## src/rtl/face_det_pkg.sv

```systemverilog
// Shared face-detection constants: image geometry, address width,
// scheduler state encodings and an address truncation helper.
package face_det_pkg;

  localparam int II_WIDTH  = 160;
  localparam int II_HEIGHT = 120;
  localparam int ADDR_W    = 15;

  // One-hot bit positions of the scheduler state register
  localparam int ST_IDLE   = 0;
  localparam int ST_SETUP  = 1;
  localparam int ST_FIRE   = 2;
  localparam int ST_WAIT   = 3;
  localparam int ST_RECORD = 4;
  localparam int ST_DONE   = 5;

  localparam logic [5:0] S_IDLE   = 6'b000001;
  localparam logic [5:0] S_SETUP  = 6'b000010;
  localparam logic [5:0] S_FIRE   = 6'b000100;
  localparam logic [5:0] S_WAIT   = 6'b001000;
  localparam logic [5:0] S_RECORD = 6'b010000;
  localparam logic [5:0] S_DONE   = 6'b100000;

  // Address math runs at 16 bits; the geometry keeps results < 2^15
  function automatic logic [ADDR_W-1:0] to_addr(
    input logic [15:0] v
  );
    return v[ADDR_W-1:0];
  endfunction

endpackage

```

## src/rtl/detection_scheduler_if.sv

```systemverilog
// Scheduler <-> classifier link: start pulse, done/result, six corner
// addresses. master = scheduler side, slave = classifier side.
interface detection_scheduler_if;
  import face_det_pkg::*;

  logic              detect_en;
  logic              detect_done;
  logic              detected_flag;
  logic [ADDR_W-1:0] address_0;
  logic [ADDR_W-1:0] address_1;
  logic [ADDR_W-1:0] address_2;
  logic [ADDR_W-1:0] address_3;
  logic [ADDR_W-1:0] address_4;
  logic [ADDR_W-1:0] address_5;

  modport master (
    output detect_en,
    output address_0, address_1, address_2,
    output address_3, address_4, address_5,
    input  detect_done, detected_flag
  );

  modport slave (
    input  detect_en,
    input  address_0, address_1, address_2,
    input  address_3, address_4, address_5,
    output detect_done, detected_flag
  );

endinterface

```

## src/rtl/window_addr_gen.sv

```systemverilog
// Corner addresses of a vertical two-rectangle feature at (x,y).
// Ports: x, y window origin in; a0..a5 linear y*II_WIDTH+x out.
module window_addr_gen #(
  parameter int II_WIDTH = face_det_pkg::II_WIDTH,
  parameter int WIN_W    = 8,
  parameter int WIN_H    = 8
) (
  input  logic [7:0]                    x,
  input  logic [6:0]                    y,
  output logic [face_det_pkg::ADDR_W-1:0] a0,
  output logic [face_det_pkg::ADDR_W-1:0] a1,
  output logic [face_det_pkg::ADDR_W-1:0] a2,
  output logic [face_det_pkg::ADDR_W-1:0] a3,
  output logic [face_det_pkg::ADDR_W-1:0] a4,
  output logic [face_det_pkg::ADDR_W-1:0] a5
);
  import face_det_pkg::to_addr;

  localparam logic [15:0] DX = 16'(WIN_W);
  localparam logic [15:0] DY = 16'(WIN_H * II_WIDTH);

  logic [15:0] base;

  assign base = 16'(y) * 16'(II_WIDTH) + 16'(x);

  assign a3 = to_addr(base);
  assign a2 = to_addr(base + DX);
  assign a1 = to_addr(base + DY);
  assign a0 = to_addr(base + DY + DX);
  assign a5 = to_addr(base + DY + DY);
  assign a4 = to_addr(base + DY + DY + DX);

endmodule

```

## src/rtl/detection_scheduler.sv

```systemverilog
// Raster-scans feature windows over an integral image, fires the
// classifier per window and tallies hits.
// Ports: clk, rst (sync, active-high), frame_start, scan_abort,
// bus (classifier link, master), scan_busy, scan_done, hit_count,
// hit_valid, hit_x, hit_y, timeout_err.
// Build option: define SCHED_TIMEOUT_EN to bound the classifier wait.
module detection_scheduler #(
  parameter int II_WIDTH  = face_det_pkg::II_WIDTH,
  parameter int II_HEIGHT = face_det_pkg::II_HEIGHT,
  parameter int WIN_W     = 8,
  parameter int WIN_H     = 8,
  parameter int STEP      = 4,
  parameter int TIMEOUT   = 64
) (
  input  logic                   clk,
  input  logic                   rst,
  input  logic                   frame_start,
  input  logic                   scan_abort,
  detection_scheduler_if.master  bus,
  output logic                   scan_busy,
  output logic                   scan_done,
  output logic [14:0]            hit_count,
  output logic                   hit_valid,
  output logic [7:0]             hit_x,
  output logic [6:0]             hit_y,
  output logic                   timeout_err
);
  import face_det_pkg::*;

  if (TIMEOUT < 1) begin : g_bad_timeout
    $error("TIMEOUT must be at least 1");
  end

  logic [5:0]        state;
  logic [7:0]        x;
  logic [6:0]        y;
  logic              flag_q;
  logic              x_fits;
  logic              y_fits;
  logic [ADDR_W-1:0] g0, g1, g2, g3, g4, g5;

  window_addr_gen #(
    .II_WIDTH (II_WIDTH),
    .WIN_W    (WIN_W),
    .WIN_H    (WIN_H)
  ) u_gen (
    .x  (x),
    .y  (y),
    .a0 (g0),
    .a1 (g1),
    .a2 (g2),
    .a3 (g3),
    .a4 (g4),
    .a5 (g5)
  );

  // Does the next step still leave the window inside the image
  assign x_fits = 16'(x) + 16'(STEP + WIN_W)
                  <= 16'(II_WIDTH - 1);
  assign y_fits = 16'(y) + 16'(STEP + 2 * WIN_H)
                  <= 16'(II_HEIGHT - 1);

  assign bus.detect_en = state[ST_FIRE];
  assign scan_busy     = !state[ST_IDLE];
  assign scan_done     = state[ST_DONE];

`ifdef SCHED_TIMEOUT_EN
  localparam int CNT_W = (TIMEOUT > 1) ? $clog2(TIMEOUT) : 1;

  logic [CNT_W-1:0] wait_cnt;
  logic             timeout_q;
  logic             expired;

  // Last allowed WAIT cycle; a detect_done here still wins
  assign expired     = wait_cnt == CNT_W'(TIMEOUT - 1);
  assign timeout_err = timeout_q;
`else
  assign timeout_err = 1'b0;
`endif

  always_ff @(posedge clk) begin
    if (rst) begin
      state         <= S_IDLE;
      x             <= '0;
      y             <= '0;
      flag_q        <= 1'b0;
      hit_count     <= '0;
      hit_valid     <= 1'b0;
      hit_x         <= '0;
      hit_y         <= '0;
      bus.address_0 <= '0;
      bus.address_1 <= '0;
      bus.address_2 <= '0;
      bus.address_3 <= '0;
      bus.address_4 <= '0;
      bus.address_5 <= '0;
`ifdef SCHED_TIMEOUT_EN
      wait_cnt      <= '0;
      timeout_q     <= 1'b0;
`endif
    end else if (scan_abort && !state[ST_IDLE]) begin
      state <= S_IDLE;
    end else begin
      unique case (1'b1)
        state[ST_IDLE]: begin
          if (frame_start) begin
            state     <= S_SETUP;
            x         <= '0;
            y         <= '0;
            hit_count <= '0;
            hit_valid <= 1'b0;
`ifdef SCHED_TIMEOUT_EN
            timeout_q <= 1'b0;
`endif
          end
        end
        state[ST_SETUP]: begin
          bus.address_0 <= g0;
          bus.address_1 <= g1;
          bus.address_2 <= g2;
          bus.address_3 <= g3;
          bus.address_4 <= g4;
          bus.address_5 <= g5;
          state         <= S_FIRE;
        end
        state[ST_FIRE]: begin
`ifdef SCHED_TIMEOUT_EN
          wait_cnt <= '0;
`endif
          state <= S_WAIT;
        end
        state[ST_WAIT]: begin
          if (bus.detect_done) begin
            flag_q <= bus.detected_flag;
            state  <= S_RECORD;
          end
`ifdef SCHED_TIMEOUT_EN
          else if (expired) begin
            flag_q    <= 1'b0;
            timeout_q <= 1'b1;
            state     <= S_RECORD;
          end else begin
            wait_cnt <= wait_cnt + 1'b1;
          end
`endif
        end
        state[ST_RECORD]: begin
          if (flag_q) begin
            if (hit_count != 15'h7FFF)
              hit_count <= hit_count + 15'd1;
            if (!hit_valid) begin
              hit_valid <= 1'b1;
              hit_x     <= x;
              hit_y     <= y;
            end
          end
          if (x_fits) begin
            x     <= x + 8'(STEP);
            state <= S_SETUP;
          end else if (y_fits) begin
            x     <= '0;
            y     <= y + 7'(STEP);
            state <= S_SETUP;
          end else begin
            state <= S_DONE;
          end
        end
        state[ST_DONE]: begin
          state <= S_IDLE;
        end
        default: begin
          state <= S_IDLE;
        end
      endcase
    end
  end

endmodule

```

## src/flat_wrapper.sv

```systemverilog
// flat-port wrapper written by rule: the top's interface ports become plain ports
module detection_scheduler_flat import face_det_pkg::*;
#(
  parameter int II_WIDTH  = face_det_pkg::II_WIDTH,
  parameter int II_HEIGHT = face_det_pkg::II_HEIGHT,
  parameter int WIN_W     = 8,
  parameter int WIN_H     = 8,
  parameter int STEP      = 4,
  parameter int TIMEOUT   = 64
)
  (clk, rst, frame_start, scan_abort, scan_busy, scan_done, hit_count, hit_valid, hit_x, hit_y, timeout_err, bus_detect_en, bus_address_0, bus_address_1, bus_address_2, bus_address_3, bus_address_4, bus_address_5, bus_detect_done, bus_detected_flag);
  detection_scheduler_if bus_i ();
  input  logic clk;
  input  logic rst;
  input  logic frame_start;
  input  logic scan_abort;
  output logic scan_busy;
  output logic scan_done;
  output logic [14:0] hit_count;
  output logic hit_valid;
  output logic [7:0] hit_x;
  output logic [6:0] hit_y;
  output logic timeout_err;
  output wire logic [$bits(bus_i.detect_en)-1:0] bus_detect_en;
  output wire logic [$bits(bus_i.address_0)-1:0] bus_address_0;
  output wire logic [$bits(bus_i.address_1)-1:0] bus_address_1;
  output wire logic [$bits(bus_i.address_2)-1:0] bus_address_2;
  output wire logic [$bits(bus_i.address_3)-1:0] bus_address_3;
  output wire logic [$bits(bus_i.address_4)-1:0] bus_address_4;
  output wire logic [$bits(bus_i.address_5)-1:0] bus_address_5;
  input wire logic [$bits(bus_i.detect_done)-1:0] bus_detect_done;
  input wire logic [$bits(bus_i.detected_flag)-1:0] bus_detected_flag;
  assign bus_detect_en = bus_i.detect_en;
  assign bus_address_0 = bus_i.address_0;
  assign bus_address_1 = bus_i.address_1;
  assign bus_address_2 = bus_i.address_2;
  assign bus_address_3 = bus_i.address_3;
  assign bus_address_4 = bus_i.address_4;
  assign bus_address_5 = bus_i.address_5;
  assign bus_i.detect_done = bus_detect_done;
  assign bus_i.detected_flag = bus_detected_flag;
  detection_scheduler #(.II_WIDTH(II_WIDTH), .II_HEIGHT(II_HEIGHT), .WIN_W(WIN_W), .WIN_H(WIN_H), .STEP(STEP), .TIMEOUT(TIMEOUT)) u_core (.clk(clk), .rst(rst), .frame_start(frame_start), .scan_abort(scan_abort), .bus(bus_i), .scan_busy(scan_busy), .scan_done(scan_done), .hit_count(hit_count), .hit_valid(hit_valid), .hit_x(hit_x), .hit_y(hit_y), .timeout_err(timeout_err));
endmodule
```

## config.mk

```make
export PLATFORM = sky130hd
export DESIGN_NAME = detection_scheduler_flat
export DESIGN_NICKNAME = d
export VERILOG_FILES = /design/src/rtl/face_det_pkg.sv /design/src/rtl/detection_scheduler_if.sv /design/src/rtl/window_addr_gen.sv /design/src/rtl/detection_scheduler.sv /design/src/flat_wrapper.sv
export SDC_FILE = /design/constraint.sdc
export NUM_CORES = 1
export LEC_CHECK = 0
export CAP_MARGIN = 25
export CORE_ASPECT_RATIO = 0.75
export CORE_MARGIN = 2
export CORE_UTILIZATION = 40
export CTS_CLUSTER_SIZE = 14
export DETAILED_ROUTE_END_ITERATION = 16
export PLACE_DENSITY = 0.75
export RECOVER_POWER = 100
export SYNTH_ARGS = -nofsm -noshare
export SYNTH_HDL_FRONTEND = slang
export SYNTH_SLANG_ARGS = --single-unit
```

## constraint.sdc

```tcl
create_clock -name clk -period 4.1 [get_ports clk]
set_input_delay 1.025 -clock clk [delete_from_list [all_inputs] [get_ports clk]]
set_output_delay 1.025 -clock clk [all_outputs]
set_load 0.02 [all_outputs]
```

==> impl_metrics.yaml <==
layout:
  syn_to_final_growth_pct: 25.3
  final_util_pct: 50.9
  layout.cells.non_filler: 864
  final_net_count: 717
  drive_gt1_share_pct: 5.92
  n_antenna_cell: 0
  fillCellCount: 1141
placement:
  place_inst: 848
  io_buffers: 113
  dp_hpwl_um: 9450
  gp_congestion: 0.948
detailed_routing:
  dr.first_iter.drc_count: 311
  wire_per_inst_um: 14.5
  drcViolationCount: 0
  vias: 4354
  vias_per_cell: 5.04
  finalWirelength_um: 12500
  first_pass_iters: 4
  ant_nets: 0
clocking:
  cts_tree: "done"
  cts_buffers: 9
  clkLatencyLatePin_ns: 0.35
  clk_pin_slew_worst_paths_ns: 0.06
  root_buffer: "clkbuf_16"
  clk_path_buf_depth: 2
  htree_levels: 3
  cts_sinks: 96
  post_cts_buffers: 0
floorplanning:
  fp.dieH_um: 103
  core_region_area_mm2: 0.0129
  rows: 36
  io-pin-count: 131
  initial_core_util_pct: 40.7
  die-area_mm2: 0.0141
  die_x_um: 136
synth:
  synth-seq-cells: 96
  synth_edf_count: 0
  synth.avg_cell_area_um2: 8.65
  synthFlopType: "dfxtp_1"
  yosysSeqAreaShare_pct: 36.6
  ys_types: 69
  synth_top_cell_by_area: "dfxtp_1"
  synth.area.top_cells: "dfxtp_1, nor2_1, buf_4"
  synth_top_area_share_pct: 36.6
  synthCells: 608
  syn_area_mm2: 0.00526
  async_flop_share_pct: 0
  yosys_warnings: 0
  yosys-top-cells-count: "dfxtp_1, nor2_1, nand2_1"
sta:
  rsz0062_at_grt: "no"
  finalHoldViolCount: 0
  worst_slew_pin_slew_ns: 1.07
  post-route-min-period_ns: 3.81
  skew_ns: 0.00543
  finalCritPeriodShare_pct: 92.9
  fmax_ghz: 0.263
  fin_tns_setup_ns: 0
  slew_headroom_pct: 28.3
  maxSlewViolCount: 0
  setup_viol: 0
hold_path:
  hold_path_startpoint: "u_core.bus.address_1[9]$_SDFFE_PP0P_"
  hold_end: "u_core.bus.address_1[9]$_SDFFE_PP0P_"
  hold-path-cell-count: 2
  hold_path_class: "flip-flop to flip-flop"
critical_path:
  cp-end-kind: "flip-flop"
  crit_fanout: 9
  path_class: "flip-flop to flip-flop"
  r2r_end: "u_core.bus.address_4[13]$_SDFFE_PP0P_"
  cp.arrival_ns: 4.08
  worstSetupStartpointType: "flip-flop"
  r2r-start: "u_core.y[5]$_SDFFE_PP0P_"
  worstRegToRegCells: 13
  rrSetupSlack_ns: 0.29
  cp.required_ns: 4.37
grt:
  grtUsageTotal_pct: 18.1
  grt_first_pass_wirelength_um: 19900
  grt-ovfl-total: 0
  grt_start_max_net_pins: 44
  antenna_found_initial: 0
  grt_pass1_vias: 3933
job:
  cap_viol_max_count: 0
power:
  cellPowerDensity_mw_per_mm2: 318
  leakagePower_nw: 2.79
  ir_drop_v: 0.000202
status:
  status: "completed"
stage by stage:
stage                     hold slack, ns  power, W  instance area, um2  worst slack (ns)
final                              0.455   0.00210                6580             0.291
after global routing               0.485   0.00219                6580            0.0221
after CTS                          0.458   0.00214                6610             0.260
after detailed placement           0.449   0.00127                6300             0.280
after global placement             0.448   0.00127                6300             0.422
after floorplan                    0.483   0.00119                5320             0.474
registers in the layout (all words and copies together) (netlist names):
register and count:
u_core.hit_count 15, u_core.bus.address_5 13, u_core.bus.address_4 12, u_core.bus.address_0 7
u_core.bus.address_1 7, u_core.bus.address_2 6, u_core.bus.address_3 6, u_core.hit_x 6
u_core.state 6, u_core.x 6, u_core.hit_y 5, u_core.y 5
u_core.flag_q 1, u_core.hit_valid 1
power by group:
group          leakage, nW  internal, W  switching [W]
registers            0.778     0.000963      0.0000219
clock network        0.153     0.000507       0.000355
logic                 1.85    0.0000892       0.000160
cell families (layout without fill, tap and decap cells):
group           count (synthesis)  in the layout  share of synthesized area, %
compound gates                105            105                          13.6
xor+xnor                       56             56                          11.4
fa+ha+maj                      24             24                          5.67
buf+inv                        82            149                          9.16
flops                          96             96                          36.6
mux                            16             16                          3.09
other cells                     1             19                        0.0713
simple gates                  228            228                          20.5
worst max path at each step:
stage	from	endpoint	slack (ns)	depth (start not counted)
2_1_floorplan	u_core.y[4]$_SDFFE_PP0P_	u_core.bus.address_4[14]$_SDFFE_PP0P_	0.47	13
3_3_place_gp	u_core.y[5]$_SDFFE_PP0P_	u_core.bus.address_4[14]$_SDFFE_PP0P_	0.42	13
3_5_place_dp	u_core.y[5]$_SDFFE_PP0P_	u_core.bus.address_4[14]$_SDFFE_PP0P_	0.28	13
4_1_cts	u_core.y[5]$_SDFFE_PP0P_	u_core.bus.address_4[13]$_SDFFE_PP0P_	0.26	13
5_1_grt	u_core.y[5]$_SDFFE_PP0P_	u_core.bus.address_4[13]$_SDFFE_PP0P_	0.02	13
6_report	u_core.y[5]$_SDFFE_PP0P_	u_core.bus.address_4[13]$_SDFFE_PP0P_	0.29	13
area by class of cell:
class	instances	area (um2)	share of cell area (%)
repair buffers	122	1180	17.9
flip-flops and latches	96	1920	29.2
well taps	171	214	3.25
inverters	11	41.3	0.627
clock inverters	4	52.6	0.798
clock buffers	12	256	3.90
multi-input cells	448	2920	44.4
worst max-delay path, cell delays in order (launching register included):
cell and delay [ns]:
dfxtp_1 0.49, ha_1 0.30, ha_1 0.43, xnor2_4 0.27, xnor2_1 0.20, ha_1 0.24
maj3_1 0.35, nor2_1 0.17, nor3_2 0.11, xnor2_4 0.29, nor2_1 0.15, xnor2_1 0.32
and4b_1 0.25, a211oi_2 0.18
what timing repair did:
| action | in CTS | in global routing |
|---|---|---|
| gates resized for setup | 0 | 1 |
| hold buffers | 0 | 0 |
| endpoints found under the setup margin | 0 | 2 |
layer usage:
| layer | global-route usage [%] | vias to the layer above | wire length, um |
|---|---|---|---|
| met5 | 0 | - | 0 |
| met4 | 6.41 | 0 | 191 |
| met3 | 4.43 | 11 | 829 |
| met2 | 28.8 | 124 | 5730 |
| met1 | 24.2 | 2045 | 5770 |
| li1 | - | 2174 | - |
cells in the final DEF (no fill, tap or decap), types with 9 or more instances in the layout:
cell and n:
a21oi_1 36, dfxtp_1 96, xnor2_1 31, mux2i_1 14
nor3_1 17, a211oi_1 20, nor2_1 96, nand2_1 56
xor2_1 18, conb_1 19, dlygate4sd3_1 110, clkbuf_16 9
inv_1 11, o21ai_0 9, nand3_1 14, ha_1 23
Note: power is estimated with default switching activity, not from simulation.
